File: src/rtl/stopwatch_ctrl_if.sv
`default_nettype none
// ============================================================================
// Module      : stopwatch_ctrl_if
// Description : Control-in / display-out bundle between the stopwatch
//               synchronizers, the sequencer and the 7-segment driver.
// Revision    : 1.0 - initial release
// ============================================================================
interface stopwatch_ctrl_if;
    logic        run_level;
    logic        init_pulse;
    logic        lap_pulse;
    logic        clear_pulse;
    logic [23:0] disp_bcd;
    logic        running;
    logic        lap_active;
    logic        overflow;

    modport master (
        output run_level, init_pulse, lap_pulse, clear_pulse,
        input  disp_bcd, running, lap_active, overflow
    );

    modport slave (
        input  run_level, init_pulse, lap_pulse, clear_pulse,
        output disp_bcd, running, lap_active, overflow
    );
endinterface
`default_nettype wire

File: src/rtl/stopwatch_ctrl.sv
`default_nettype none
// ============================================================================
// Module      : stopwatch_ctrl
// Description : Stopwatch sequencer - prescaler, MM:SS.cc BCD counters and
//               lap freeze. Define SW_AUTOSTOP_EN to stop at 59:59.99
//               instead of rolling over.
// Revision    : 1.0 - initial release
// ============================================================================
module stopwatch_ctrl #(
    parameter int CLK_HZ  = 50000000,
    parameter int TICK_HZ = 100
) (
    input  wire logic       clk,
    input  wire logic       rst,
    stopwatch_ctrl_if.slave sw
);

    localparam int              c_DIV = CLK_HZ / TICK_HZ;
    localparam int              c_PW  = (c_DIV > 1) ? $clog2(c_DIV) : 1;
    localparam logic [c_PW-1:0] c_TOP = c_PW'(c_DIV - 1);
    localparam logic [23:0]     c_MAX = 24'h595999;

    localparam logic [1:0] c_IDLE    = 2'd0;
    localparam logic [1:0] c_RUN     = 2'd1;
    localparam logic [1:0] c_LAP     = 2'd2;
    localparam logic [1:0] c_STOPPED = 2'd3;

    generate
        if (c_DIV < 2) begin : g_div_check
            $error("stopwatch_ctrl: CLK_HZ/TICK_HZ must be at least 2");
        end
    endgenerate

    logic [1:0]      r_state;
    logic [1:0]      w_state_next;
    logic [c_PW-1:0] r_presc;
    logic [23:0]     r_cnt;
    logic [23:0]     r_lap;
    logic            r_overflow;

    logic            w_active;
    logic            w_start;
    logic            w_clear;
    logic            w_count_en;
    logic            w_tick;
    logic            w_lap_capture;
    logic [23:0]     w_cnt_inc;
    logic            w_wrap;

    assign w_active      = (r_state == c_RUN) || (r_state == c_LAP);
    assign w_start       = sw.init_pulse && sw.run_level &&
                           ((r_state == c_IDLE) || (r_state == c_STOPPED));
    assign w_clear       = sw.clear_pulse && (r_state == c_STOPPED) && !w_start;
    assign w_count_en    = w_active && sw.run_level;
    assign w_tick        = w_count_en && (r_presc == c_TOP);
    assign w_lap_capture = (r_state == c_RUN) && (w_state_next == c_LAP);

    // Ripple the carry through all six digits combinationally; w_wrap ends
    // high only when every digit was at its maximum (59:59.99).
    always_comb begin
        w_cnt_inc = r_cnt;
        w_wrap    = 1'b1;
        for (int i = 0; i < 6; i++) begin
            if (w_wrap) begin
                if (r_cnt[i*4 +: 4] >= c_MAX[i*4 +: 4]) begin
                    w_cnt_inc[i*4 +: 4] = 4'd0;
                end else begin
                    w_cnt_inc[i*4 +: 4] = r_cnt[i*4 +: 4] + 4'd1;
                    w_wrap              = 1'b0;
                end
            end
        end
    end

    always_ff @(posedge clk) begin
        if (rst) begin
            r_state <= c_IDLE;
        end else begin
            r_state <= w_state_next;
        end
    end

    always_comb begin
        w_state_next = r_state;
        if (w_start) begin
            w_state_next = c_RUN;
        end else if (w_active && !sw.run_level) begin
            w_state_next = c_STOPPED;
`ifdef SW_AUTOSTOP_EN
        end else if (w_tick && w_wrap) begin
            w_state_next = c_STOPPED;
`endif
        end else if (sw.lap_pulse && (r_state == c_RUN)) begin
            w_state_next = c_LAP;
        end else if (sw.lap_pulse && (r_state == c_LAP)) begin
            w_state_next = c_RUN;
        end else if (w_clear) begin
            w_state_next = c_IDLE;
        end
    end

    always_comb begin
        sw.running    = w_active;
        sw.lap_active = (r_state == c_LAP);
        sw.disp_bcd   = (r_state == c_LAP) ? r_lap : r_cnt;
        sw.overflow   = r_overflow;
    end

    always_ff @(posedge clk) begin
        if (rst || w_start || w_clear) begin
            r_presc    <= '0;
            r_cnt      <= '0;
            r_lap      <= '0;
            r_overflow <= 1'b0;
        end else begin
            if (w_count_en) begin
                r_presc <= w_tick ? '0 : r_presc + c_PW'(1);
            end
            if (w_tick) begin
                if (w_wrap) begin
                    r_overflow <= 1'b1;
                end
`ifdef SW_AUTOSTOP_EN
                if (!w_wrap) begin
                    r_cnt <= w_cnt_inc;
                end
`else
                r_cnt <= w_cnt_inc;
`endif
            end
            // Lap freezes the value present this cycle, before any tick lands.
            if (w_lap_capture) begin
                r_lap <= r_cnt;
            end
        end
    end

endmodule
`default_nettype wire

File: src/flat_wrapper.sv
// flat-port wrapper written by rule: the top's interface ports become plain ports
module stopwatch_ctrl_flat 
#(
    parameter int CLK_HZ  = 50000000,
    parameter int TICK_HZ = 100
)
  (clk, rst, sw_run_level, sw_init_pulse, sw_lap_pulse, sw_clear_pulse, sw_disp_bcd, sw_running, sw_lap_active, sw_overflow);
  stopwatch_ctrl_if sw_i ();
  input  wire logic clk;
  input  wire logic rst;
  input wire logic [$bits(sw_i.run_level)-1:0] sw_run_level;
  input wire logic [$bits(sw_i.init_pulse)-1:0] sw_init_pulse;
  input wire logic [$bits(sw_i.lap_pulse)-1:0] sw_lap_pulse;
  input wire logic [$bits(sw_i.clear_pulse)-1:0] sw_clear_pulse;
  output wire logic [$bits(sw_i.disp_bcd)-1:0] sw_disp_bcd;
  output wire logic [$bits(sw_i.running)-1:0] sw_running;
  output wire logic [$bits(sw_i.lap_active)-1:0] sw_lap_active;
  output wire logic [$bits(sw_i.overflow)-1:0] sw_overflow;
  assign sw_i.run_level = sw_run_level;
  assign sw_i.init_pulse = sw_init_pulse;
  assign sw_i.lap_pulse = sw_lap_pulse;
  assign sw_i.clear_pulse = sw_clear_pulse;
  assign sw_disp_bcd = sw_i.disp_bcd;
  assign sw_running = sw_i.running;
  assign sw_lap_active = sw_i.lap_active;
  assign sw_overflow = sw_i.overflow;
  stopwatch_ctrl #(.CLK_HZ(CLK_HZ), .TICK_HZ(TICK_HZ)) u_core (.clk(clk), .rst(rst), .sw(sw_i));
endmodule
File: config.mk
export PLATFORM = sky130hd
export DESIGN_NAME = stopwatch_ctrl_flat
export DESIGN_NICKNAME = d
export VERILOG_FILES = /design/src/rtl/stopwatch_ctrl_if.sv /design/src/rtl/stopwatch_ctrl.sv /design/src/flat_wrapper.sv
export SDC_FILE = /design/constraint.sdc
export NUM_CORES = 1
export LEC_CHECK = 0
export CAP_MARGIN = 30
export CORE_MARGIN = 2
export CORE_UTILIZATION = 55
export CTS_CLUSTER_DIAMETER = 150
export DETAILED_ROUTE_END_ITERATION = 10
export GPL_ROUTABILITY_DRIVEN = 0
export GPL_TIMING_DRIVEN = 0
export MAX_ROUTING_LAYER = met4
export PLACE_DENSITY = 0.77
export SLEW_MARGIN = 40
export SYNTH_ARGS = -nofsm -noshare
export SYNTH_HDL_FRONTEND = slang
export SYNTH_SLANG_ARGS = --single-unit
File: constraint.sdc
create_clock -name clk -period 3 [get_ports clk]
set_input_delay 0.9 -clock clk [delete_from_list [all_inputs] [get_ports clk]]
set_output_delay 0.9 -clock clk [all_outputs]
set_load 0.02 [all_outputs]
==> flow_summary.json, run 1 <==
{
  "grt_max_degree": 13,
  "drv_cap": 0,
  "cts.clk_slew.worst_paths_ns": 0.07,
  "synthArstFlopShare_pct": 0,
  "die_w_um": 85.0,
  "fmax_ghz": 0.342,
  "whs_path_depth": 2,
  "worstMarginPinSlew_ns": 0.720,
  "ir_drop_v": 0.000342,
  "p_leak_nw": 1.82,
  "grt_use_met2_pct": 38.3,
  "yosysTopAreaCell": "dfxtp_1",
  "via_per_inst": 5.81,
  "synth.area.top_cells": "dfxtp_1 39%, ha_1 7.6%, mux2i_1 7.2%, nor2_1 6.4%, mux2_2 4.1%",
  "synthToLayoutAreaGrowth_pct": 16.7,
  "cts_buffers": 9,
  "internal_power_w": 0.00142,
  "swShare_pct": 30.0,
  "min_to": "u_core.sw.overflow",
  "r2r_setup_slack_ns": 0.38,
  "ys_ff_latch": 70,
  "initialDrtViolationCount": 152,
  "yosysSeqAreaShare_pct": 38.8,
  "clockRootBuffer": "clkbuf_8",
  "synth.distinct_cells": 46,
  "reg2reg_to": "u_core.r_cnt[14]",
  "cts_tree": "done",
  "die_area_sq_um": 7230,
  "setup_viol": 0,
  "syn_nets": 445,
  "path_max_fanout": 10,
  "min-delay-path-class": "reg2reg",
  "grt.total_usage_pct": 24.3,
  "cp_data_arrival_time_ns": 2.03,
  "h-tree-depth": 3,
  "busiest_layer": "met2",
  "die_h_um": 85.0,
  "min_from": "u_core.sw.overflow",
  "skew_ns": 0.00954,
  "grt_util_met1_pct": 31.9,
  "core_region_area_sq_um": 6350,
  "synth_area_sq_um": 3610,
  "totalPowerFinal_w": 0.00203,
  "setup_slack_ns": 0.0742,
  "power.density_nw_per_um2": 481,
  "ant_nets": 0,
  "dpl.hpwl_um": 5760,
  "nFillCells": 552,
  "cts_sinks": 70,
  "clk_path_buf_depth": 2,
  "yosysWarnings": 0,
  "fin_crit_ns": 2.93,
  "grtUsageMet3_pct": 3.31,
  "diodes": 0,
  "switching_power_w": 0.000609,
  "finalHoldViolCount": 0,
  "critPathKind": "reg2out",
  "drt-total-wl_um": 8110,
  "synth-edff-count": 0,
  "num_rows": 29,
  "critical_path_required_ns": 2.10,
  "antenna_found_initial": 0,
  "rr_worst_depth": 8,
  "synth_ff_type": "dfxtp_1",
  "power_frac_seq_pct": 47.3,
  "cts_setup_buffers": 0,
  "post-route-period-util_pct": 97.5,
  "rsz0062_at_grt": "no",
  "slew_headroom_pct": 51.6,
  "clk_latency_ns": 0.35,
  "synth.avg_cell_area_sq_um": 8.66,
  "cp-startpoint": "u_core.r_state[0]",
  "firstDrtPassIters": 5,
  "clkPwrFrac_pct": 34.6,
  "grt_pass1_wl_um": 13900,
  "drt-wirelength-per-cell_um": 15.0,
  "final_nets": 486,
  "start_util_pct": 56.9,
  "status": "finished clean",
  "port_buffers": 32,
  "end_kind": "primary output",
  "pre_cts_ws_ns": -0.437,
  "synth_top_area_share_pct": 38.8,
  "slew_viol_final": 0,
  "first_global_vias": 2923,
  "vias": 3138,
  "start_kind": "flop",
  "synthCells": 417,
  "post_route_cells_drive_above_1_share_pct": 11.0,
  "p_comb_share_pct": 18.1,
  "post-route-drc-count": 0,
  "worstReg2RegStart": "u_core.r_state[0]",
  "grt.overflow.total": 0,
  "pin_count": 33
}
## state kept, by name (all words and copies together), names as in the netlist
register and cells:
u_core.r_state 2, u_core.r_cnt 24, u_core.r_lap 24, u_core.r_presc 19, u_core.sw.overflow 1
## metal layers
layer | part of all wire (%) | routed length (um) | up-vias
met4 | 1.4 | 116 | 0
li1 | - | - | 1551
met3 | 4.1 | 331 | 12
met1 | 46 | 3750 | 1501
met5 | 0 | 0 | -
met2 | 48 | 3910 | 74
## cell usage in the layout (no fill, tap or decap), drive strengths merged, types with 13 or more instances in the layout
cell and instances:
clkbuf 20, dlygate4sd2 17, nor2 62, mux2 13
nand4 16, a21oi 22, mux2i 26, inv 22
ha 22, nand3 14, nand2 28, dfxtp 70
o21ai 22
## worst max-delay path by stage
stage / cells after the start / end / slack (ns)
3_3_place_gp: 8 / u_core.r_cnt[9] / -0.44
6_report: 5 / sw_disp_bcd[6] / 0.07
3_5_place_dp: 8 / u_core.r_cnt[22] / -0.44
4_1_cts: 6 / sw_disp_bcd[0] / 0.06
5_1_grt: 4 / sw_disp_bcd[6] / 0.0009
2_1_floorplan: 5 / sw_disp_bcd[11] / 0.48
## through the flow
step	TNS (ns)	utilization [%]	instances	cell area [sq um]	hold WS, ns
final	0	66.4	540	4220	0.481
after global routing	0	66.4	540	4220	0.518
after CTS	0	66.3	542	4210	0.489
after detailed placement	-14.99	63.5	526	4030	0.473
after global placement	-13.56	63.4	526	4030	0.468
after floorplan	0	-	417	3610	0.458
## power by group through the flow
| stage | clock network (W) | registers [W] | logic, W |
|---|---|---|---|
| after floorplan | 0 | 0.000976 | 0.000240 |
| after global placement | 0 | 0.000979 | 0.000348 |
| after detailed placement | 0 | 0.000981 | 0.000351 |
| after CTS | 0.000717 | 0.000959 | 0.000363 |
| after global routing | 0.000757 | 0.000961 | 0.000404 |
| final | 0.000701 | 0.000959 | 0.000368 |
## repair_timing
item / in CTS / in global routing
setup endpoints to repair: 32 / 36
gates cloned: 0 / 0
hold buffers: 0 / 0
resized for setup: 26 / 11
## final cells by class
type | count | area [sq um] | area share (%)
inverter | 22 | 82.6 | 1.96
multi-input combinational | 309 | 2080 | 49.3
buffer | 14 | 72.6 | 1.72
tap | 77 | 96.3 | 2.29
sequential | 70 | 1400 | 33.2
clock buffer | 11 | 151 | 3.59
clock inverter | 5 | 33.8 | 0.801
timing repair buffer | 32 | 299 | 7.09
## synthesized netlist by cell type (2+ instances only)
cell type / n
nor3_1: 11
nand3_1: 14
a31oi_1: 2
mux2_2: 13
nor4_1: 5
a21o_1: 3
and3b_1: 2
nor2_1: 62
nand2b_1: 2
and2_1: 2
or3_1: 2
a41oi_1: 3
o21a_1: 2
and3_1: 4
mux2i_1: 26
xor2_1: 5
nand4_1: 15
nand2_1: 28
nor4b_1: 2
a21oi_1: 22
ha_1: 22
dfxtp_1: 70
inv_1: 22
buf_2: 5
o31ai_1: 7
xnor2_1: 12
or3b_2: 2
o21ai_0: 22
nand4b_1: 2
nor2b_1: 3
clkbuf_1: 10
## cells by family (layout without fill, tap and decap cells)
| kind of cell | after synthesis | in the layout | share of synthesized area (%) |
|---|---|---|---|
| and+or+nand+nor | 165 | 165 | 23.2 |
| DFF | 70 | 70 | 38.8 |
| AOI/OAI and AO/OA | 66 | 66 | 10.8 |
| muxes | 39 | 39 | 11.3 |
| buffers and inverters | 38 | 84 | 4.12 |
| adders and majority gates | 22 | 22 | 7.62 |
| xor gates and xnor gates | 17 | 17 | 4.12 |
## worst max-delay path, cell delays in order, from the launching register on
cell             delay [ns]
dfxtp_1                0.39
inv_1                  0.06
ha_1                   0.20
buf_4                  0.19
mux2_2                 0.24
clkdlybuf4s50_1        0.60
No activity file was read; power rests on OpenSTA's default activity.
==> run 2: changes to the inputs <==
Settings changed: CORE_UTILIZATION 55 to 51, HOLD_SLACK_MARGIN set to 0.12, PLACE_DENSITY 0.77 to 0.72.
==> flow_summary.json, run 2 (same netlist as run 1, synthesis figures left out) <==
{
  "synthToLayoutAreaGrowth_pct": 17.9,
  "start_kind": "flop",
  "post-route-drc-count": 0,
  "drt-wirelength-per-cell_um": 14.4,
  "critPathKind": "reg2out",
  "port_buffers": 32,
  "power.density_nw_per_um2": 495,
  "cp_data_arrival_time_ns": 2.02,
  "clockRootBuffer": "clkbuf_8",
  "critical_path_required_ns": 2.10,
  "start_util_pct": 52.9,
  "finalHoldViolCount": 0,
  "rsz0062_at_grt": "no",
  "num_rows": 30,
  "final_nets": 486,
  "final_common_cell": "dfxtp_1",
  "path_max_fanout": 10,
  "top_regs": "u_core.r_cnt: 24 flops, u_core.r_lap: 24 flops, u_core.r_presc: 19 flops",
  "grt_pass1_wl_um": 13600,
  "antenna_found_initial": 0,
  "status": "finished clean",
  "fmax_ghz": 0.343,
  "dpl.hpwl_um": 5720,
  "diodes": 0,
  "cts_buffers": 9,
  "totalPowerFinal_w": 0.00211,
  "post-route-period-util_pct": 97.2,
  "cts.clk_slew.worst_paths_ns": 0.07,
  "pre_cts_ws_ns": -0.476,
  "vias": 3095,
  "setup_slack_ns": 0.0828,
  "layout_common_cells": "70 x dfxtp_1, 61 x nor2_1, 27 x nand2_1",
  "slew_headroom_pct": 49.2,
  "h-tree-depth": 3,
  "core_region_area_sq_um": 6830,
  "cts_tree": "done",
  "drt-total-wl_um": 8050,
  "die_area_sq_um": 7770,
  "clk_latency_ns": 0.34,
  "first_global_vias": 2887,
  "via_per_inst": 5.54,
  "end_kind": "primary output",
  "cts_setup_buffers": 0,
  "setup_viol": 0,
  "worstMarginPinSlew_ns": 0.758,
  "finalSetupTns_ns": 0,
  "dpl-instance-area_sq_um": 4060,
  "drv_cap": 0,
  "grt.overflow.total": 0,
  "ir_drop_v": 0.000304,
  "slew_viol_final": 0,
  "design_area_sq_um": 4260,
  "ant_nets": 0,
  "p_leak_nw": 1.81,
  "initialDrtViolationCount": 138,
  "cts_sinks": 70,
  "grt.total_usage_pct": 22.8,
  "hold_ws_ns": 0.493,
  "grt_max_degree": 12,
  "post_route_cells_drive_above_1_share_pct": 10.8,
  "fin_crit_ns": 2.92,
  "clk_path_buf_depth": 2,
  "die_h_um": 88.2,
  "skew_ns": 0.00867,
  "min-delay-path-class": "reg2reg",
  "firstDrtPassIters": 4,
  "die_w_um": 88.2,
  "pin_count": 33
}
==> run 2: repair_timing <==
action,in CTS,in global routing
hold buffers,0,0
gates resized for setup,26,7
setup endpoints to repair,31,15
endpoints found under the hold margin,0,0
==> run 2: per-stage QoR <==
| stage | utilization (%) | instances |
|---|---|---|
| floorplan | - | 417 |
| global placement | 59.3 | 545 |
| detailed placement | 59.4 | 545 |
| CTS | 62.3 | 561 |
| global route | 62.3 | 559 |
| finish | 62.3 | 559 |
==> run 2: critical path, stage by stage (launching register included) <==
cell,delay (ns)
dfxtp_1,0.38
inv_1,0.06
ha_1,0.21
buf_4,0.19
clkbuf_2,0.24
o21ai_0,0.25
dlygate4sd2_1,0.36
==> run 2: path summary, 6_finish.rpt <==
| kind | from | endpoint | slack, ns | cells after the start |
|---|---|---|---|---|
| max | u_core.r_state[0] | sw_disp_bcd[0] | 0.08 | 6 |
| min | u_core.r_lap[14] | u_core.r_lap[14] | 0.49 | 2 |
| max reg2reg | u_core.r_state[0] | u_core.r_cnt[10] | 0.51 | 9 |
| min reg2reg | u_core.r_lap[14] | u_core.r_lap[14] | 0.49 | 2 |
==> run 2: layout make-up <==
type / count / area (sq um)
flip-flops and latches: 70 / 1400
clock inverters: 4 / 45.0
repair buffers: 32 / 294
fillers: 603 / 2570
well taps: 96 / 120
clock buffers: 12 / 155
multi-input cells: 309 / 2090
inverters: 22 / 82.6
plain buffers: 14 / 72.6
==> run 2: where the power goes <==
part	internal, W	switching, W
logic	0.000133	0.000240
registers	0.000943	0.0000152
clock network	0.000426	0.000350
total	0.00150	0.000605
==> run 2: per-layer routing <==
layer	wire (um)	up-vias	part of all wire, %	GRT usage [%]
li1	-	1545	-	-
met5	0	-	0	-
met1	3870	1484	48	28.8
met4	64	0	0.80	7.30
met3	312	5	3.9	3.11
met2	3800	61	47	37.6
